==> src/rtl/booth_mult_unit_pkg.sv <==
// Shared definitions for the sequential Booth multiplier: state encoding,
// default operand width and the step-counter width helper.
package booth_mult_unit_pkg;

    localparam int MULT_WIDTH = 32;

    typedef logic [1:0] mult_state_t;

    localparam mult_state_t MULT_IDLE = 2'd0;
    localparam mult_state_t MULT_RUN  = 2'd1;
    localparam mult_state_t MULT_DONE = 2'd2;

    // Counter must hold the value WIDTH itself, hence WIDTH+1.
    function automatic int step_cnt_w(input int width);
        return $clog2(width + 1);
    endfunction

endpackage

==> src/rtl/booth_step.sv <==
// One radix-2 Booth iteration: conditional add/subtract of the multiplicand
// into the accumulator followed by an arithmetic right shift of {Acc, Q, q_1}.
module booth_step
    import booth_mult_unit_pkg::*;
#(
    parameter int WIDTH = MULT_WIDTH
) (
    input  logic [WIDTH:0]   acc_i,
    input  logic [WIDTH-1:0] q_i,
    input  logic             q1_i,
    input  logic [WIDTH-1:0] m_i,
    output logic [WIDTH:0]   acc_o,
    output logic [WIDTH-1:0] q_o,
    output logic             q1_o
);

    logic [WIDTH:0] m_ext;
    logic [WIDTH:0] sum;

    // One guard bit keeps -2^(WIDTH-1) representable after negation.
    assign m_ext = {m_i[WIDTH-1], m_i};

    always_comb begin
        sum = acc_i;
        case ({q_i[0], q1_i})
            2'b01:   sum = acc_i + m_ext;
            2'b10:   sum = acc_i - m_ext;
            default: sum = acc_i;
        endcase
    end

    assign acc_o = {sum[WIDTH], sum[WIDTH:1]};
    assign q_o   = {sum[0], q_i[WIDTH-1:1]};
    assign q1_o  = q_i[0];

endmodule

==> src/rtl/booth_mult_unit.sv <==
// Sequential signed multiplier for the multicycle datapath: accepts a start
// pulse in IDLE, runs WIDTH Booth steps and returns the product as hi/lo.
module booth_mult_unit
    import booth_mult_unit_pkg::*;
#(
    parameter int WIDTH = MULT_WIDTH
) (
    input  logic             clk,
    input  logic             reset,
    input  logic             start,
    input  logic [WIDTH-1:0] a,
    input  logic [WIDTH-1:0] b,
    output logic [WIDTH-1:0] hi,
    output logic [WIDTH-1:0] lo,
    output logic             done,
    output logic             busy,
    output mult_state_t      dbg_state_o
);

    localparam int CW = step_cnt_w(WIDTH);

    // Handshake: start is a request honoured only while IDLE (operands are
    // captured on that edge); done is a one-cycle completion strobe with
    // hi/lo already valid, busy covers every non-IDLE cycle.

    mult_state_t      state_q, state_d;
    logic [WIDTH-1:0] m_q, m_d;
    logic [WIDTH:0]   acc_q, acc_d;
    logic [WIDTH-1:0] q_q, q_d;
    logic             q1_q, q1_d;
    logic [CW-1:0]    count_q, count_d;
    logic [WIDTH-1:0] hi_q, hi_d;
    logic [WIDTH-1:0] lo_q, lo_d;
    logic             done_q;
    logic             busy_q;

    logic [WIDTH:0]   step_acc;
    logic [WIDTH-1:0] step_q;
    logic             step_q1;

    booth_step #(.WIDTH(WIDTH)) u_step (
        .acc_i (acc_q),
        .q_i   (q_q),
        .q1_i  (q1_q),
        .m_i   (m_q),
        .acc_o (step_acc),
        .q_o   (step_q),
        .q1_o  (step_q1)
    );

    always_comb begin
        state_d = state_q;
        m_d     = m_q;
        acc_d   = acc_q;
        q_d     = q_q;
        q1_d    = q1_q;
        count_d = count_q;
        hi_d    = hi_q;
        lo_d    = lo_q;
        case (state_q)
            MULT_IDLE: begin
                if (start) begin
                    m_d     = a;
                    q_d     = b;
                    acc_d   = '0;
                    q1_d    = 1'b0;
                    count_d = '0;
                    state_d = MULT_RUN;
                end
            end
            MULT_RUN: begin
                acc_d   = step_acc;
                q_d     = step_q;
                q1_d    = step_q1;
                count_d = count_q + CW'(1);
                if (count_q == CW'(WIDTH - 1)) begin
                    hi_d    = step_acc[WIDTH-1:0];
                    lo_d    = step_q;
                    state_d = MULT_DONE;
                end
            end
            MULT_DONE: state_d = MULT_IDLE;
            default:   state_d = MULT_IDLE;
        endcase
    end

    always_ff @(posedge clk or posedge reset) begin
        if (reset) begin
            state_q <= MULT_IDLE;
            m_q     <= '0;
            acc_q   <= '0;
            q_q     <= '0;
            q1_q    <= 1'b0;
            count_q <= '0;
            hi_q    <= '0;
            lo_q    <= '0;
            done_q  <= 1'b0;
            busy_q  <= 1'b0;
        end else begin
            state_q <= state_d;
            m_q     <= m_d;
            acc_q   <= acc_d;
            q_q     <= q_d;
            q1_q    <= q1_d;
            count_q <= count_d;
            hi_q    <= hi_d;
            lo_q    <= lo_d;
            done_q  <= (state_d == MULT_DONE);
            busy_q  <= (state_d != MULT_IDLE);
        end
    end

    assign hi          = hi_q;
    assign lo          = lo_q;
    assign done        = done_q;
    assign busy        = busy_q;
    assign dbg_state_o = state_q;

endmodule

==> config.mk <==
export PLATFORM = sky130hd
export DESIGN_NAME = booth_mult_unit
export DESIGN_NICKNAME = d
export VERILOG_FILES = /design/src/rtl/booth_mult_unit_pkg.sv /design/src/rtl/booth_step.sv /design/src/rtl/booth_mult_unit.sv
export SDC_FILE = /design/constraint.sdc
export NUM_CORES = 1
export LEC_CHECK = 0
export ABC_AREA = 1
export CAP_MARGIN = 25
export CORE_MARGIN = 2
export CORE_UTILIZATION = 56
export CTS_CLUSTER_SIZE = 14
export DETAILED_ROUTE_END_ITERATION = 7
export PLACE_DENSITY = 0.81
export SYNTH_ARGS = -nofsm -noshare
export SYNTH_HDL_FRONTEND = slang
export SYNTH_SLANG_ARGS = --single-unit
==> constraint.sdc <==
create_clock -name clk -period 8 [get_ports clk]
set_input_delay 2.4 -clock clk [delete_from_list [all_inputs] [get_ports clk]]
set_output_delay 2.4 -clock clk [all_outputs]
set_load 0.01 [all_outputs]
==> reports/results.ini <==
[place]
gp_congestion = 0.996
hpwl_um = 19000
portBuffers = 134

[setup_path]
worstSetupPathType = input pin to register
cp.required_ns = 8.35
critPathMostFrequentCell = buf_4
start_kind = input pin
path_cells = clkdlybuf4s50_1 > nand3_1 > buf_4 > inv_2 > nor2_4 > inv_1 > buf_4 > o21ai_0
slowest_delay_ns = 0.68
path_delay_family = buffers and inverters
worstPathMaxFanout = 42
crit_buf_inv = 5
crit_slowest_cell = nor2_4
cp.arrival_ns = 4.56
rrSetupSlack_ns = 3.95
end_kind = register

[floorplan]
start_util = 0.572
die-area_sq_mm = 0.0187
core_sq_mm = 0.0172
fp.dieW_um = 137
die_h_um = 137
io_pins = 135
row_count = 48

[clock_network]
cts_root_buf = clkbuf_16
clk_latency_ns = 0.44
postCtsSetupBuffers = 0
tritoncts = yes
htree_num_levels = 4
cts-hold-fix-buffers = 0
cts_resized = 0
cts_sinks = 171
cts_buffers = 17
clockBufferDepth = 2
cts.clk_slew.worst_paths_ns = 0.07

[worst_hold_path]
worstHoldPathType = register to register

[route]
wirelength_um = 26400
wl_per_cell_um = 15.6
vias = 9168
first_pass_iters = 5
ant_nets = 0
vias_per_cell = 5.40
drc_errors = 0
drt_iter0_markers = 843

[synth]
yosys.area_share.adder = 0.0464
synth_edf_count = 0
synth_cell_types = 43
synth-warning-count = 0
avgSynthCellArea_sq_um = 7.34
synth_top_cell_area_share = 0.434
synthMuxAreaShare = 0
synth-xor-area-share = 0.0275
ys_seq_area_frac = 0.434
synth_fp_nets = 1447
synth_top_flop_cell = dfrtp_1
ys_top_cells_by_area = dfrtp_1 43%, nand2_1 17%, inv_1 6.2%
syn_inst = 1344
syn_area_sq_mm = 0.00986
synth_top_family_by_area = simple AND/OR/NAND/NOR gates
yosys.area_share.simple = 0.276
synthArstFlopShare = 1.00
ys_ff_latch = 171
synth_top_area_cell = dfrtp_1
synth-compound-area-share = 0.132

[sta]
clock_skew_ns = 0.00952
relSlewSlack = 0.345
timing.hold.ws_ns = 0.479
report.final.setup_viol = 0
grt_setup_unrepaired = false
drv_slew = 0
finalCritPeriodShare = 0.527
finalCriticalPeriod_ns = 4.21
tns_ns = 0
hold_viol = 0
max_slew.worst_pin.slew_ns = 0.983
fmax_mhz = 237

[finish]
fillers = 1446
antenna_cells = 0
area_delta_synth_final_pct = 21.5
nets = 1563
drive_gt1_frac = 0.0475

[grt]
use_met1 = 0.432
antenna_found_initial = 0
grtUsageTotal = 0.298
grt-ovfl-total = 0
grt_max_degree = 111
grt_pass1_wl_um = 42900
busiest_layer = met2
use_met3 = 0.0493
grt_use_met2 = 0.464
grt_pass1_vias = 8587

[status]
status = finished clean

[job]
maxCapViolations = 0

==> state kept, by name, indices dropped and copies added (netlist names) <==
name / count
hi: 32
lo: 32
busy: 1
q1_q: 1
dbg_state_o: 2
acc_q: 32
done: 1
m_q: 32
q_q: 32
count_q: 6
==> per-stage QoR <==
step	instance area, sq um	instances	setup slack, ns	utilization
floorplan	9860	1344	0.968	-
global placement	11400	1665	3.36	0.659
detailed placement	11400	1665	3.32	0.659
CTS	12000	1697	3.78	0.694
global route	12000	1698	3.55	0.695
finish	12000	1698	3.79	0.695
==> logic make-up (layout without fill, tap and decap cells) <==
logic type	after synthesis	count (layout)
compound gates	228	228
buf+inv	214	343
flops	171	171
simple gates	664	664
xor+xnor	31	31
fa+ha+maj	36	36
==> cell usage in the layout, fill, tap and decap left out, types with 3 or more instances in the layout <==
cell type and instances:
o21ai_0 97, nand3_1 84, o211ai_1 17, o21bai_1 8
a21oi_1 52, or2_2 8, xor2_1 22, a22oi_1 9
buf_4 7, nand4_1 6, xnor2_1 9, clkdlybuf4s50_1 134
o21ai_1 20, o22ai_1 3, nor2_2 5, nor2_1 91
o221ai_1 9, clkbuf_16 17, dfrtp_1 171, inv_1 161
nand2_1 447, nor3_1 5, or2_1 3, inv_2 6
clkinv_8 3, ha_1 35, nor4_1 4, a31oi_1 3
inv_8 5
==> synth_stat cells, types with 2 or more instances <==
| library cell | number |
|---|---|
| nor3_1 | 5 |
| nand3_1 | 84 |
| o21ai_0 | 97 |
| dfrtp_1 | 171 |
| a31oi_1 | 3 |
| nand4_2 | 2 |
| and2_1 | 2 |
| clkbuf_1 | 27 |
| o221ai_1 | 9 |
| nor2_2 | 4 |
| xor2_1 | 22 |
| inv_1 | 162 |
| o22ai_1 | 3 |
| or2_2 | 8 |
| a21oi_2 | 2 |
| o211ai_1 | 17 |
| buf_2 | 13 |
| buf_1 | 5 |
| inv_2 | 6 |
| o31ai_1 | 2 |
| o21ai_1 | 20 |
| nand3b_1 | 2 |
| nor4_1 | 4 |
| o21bai_1 | 8 |
| nand4_1 | 6 |
| nand2_1 | 447 |
| nor2_1 | 93 |
| a21o_1 | 2 |
| ha_1 | 35 |
| xnor2_1 | 9 |
| or2_1 | 3 |
| a21oi_1 | 52 |
| a22oi_1 | 9 |
==> per-layer routing <==
layer | part of all wire | vias up
li1 | - | 4562
met5 | 0 | -
met1 | 0.46 | 4235
met2 | 0.45 | 333
met3 | 0.073 | 38
met4 | 0.016 | 0
==> area by class of cell <==
cell class / count / area (sq um) / share of cell area
Multi-Input combinational cell: 959 / 4770 / 0.398
Sequential cell: 171 / 4280 / 0.357
Timing Repair Buffer: 142 / 1420 / 0.119
Inverter: 169 / 639 / 0.0534
Clock buffer: 19 / 443 / 0.0370
Tap cell: 225 / 282 / 0.0235
Clock inverter: 13 / 146 / 0.0122
==> tightest hold or removal path: stages (launching register included) <==
cell and delay (ns):
dfrtp_1 0.34, nand2_1 0.05, nand2_1 0.05
==> worst paths after layout <==
kind                         from         to  depth (start not counted)
max                         start   acc_q[1]                          8
min                        hi[23]     hi[23]                          2
max reg2reg                  q1_q  acc_q[26]                         17
min reg2reg                hi[23]     hi[23]                          2
max in group asynchronous   reset      hi[1]                          3
min in group asynchronous   reset      lo[3]                          2
Power is left out: the tool's default activity adds up to more than one toggle a clock period on the data nets, which glitch-free logic cannot reach.
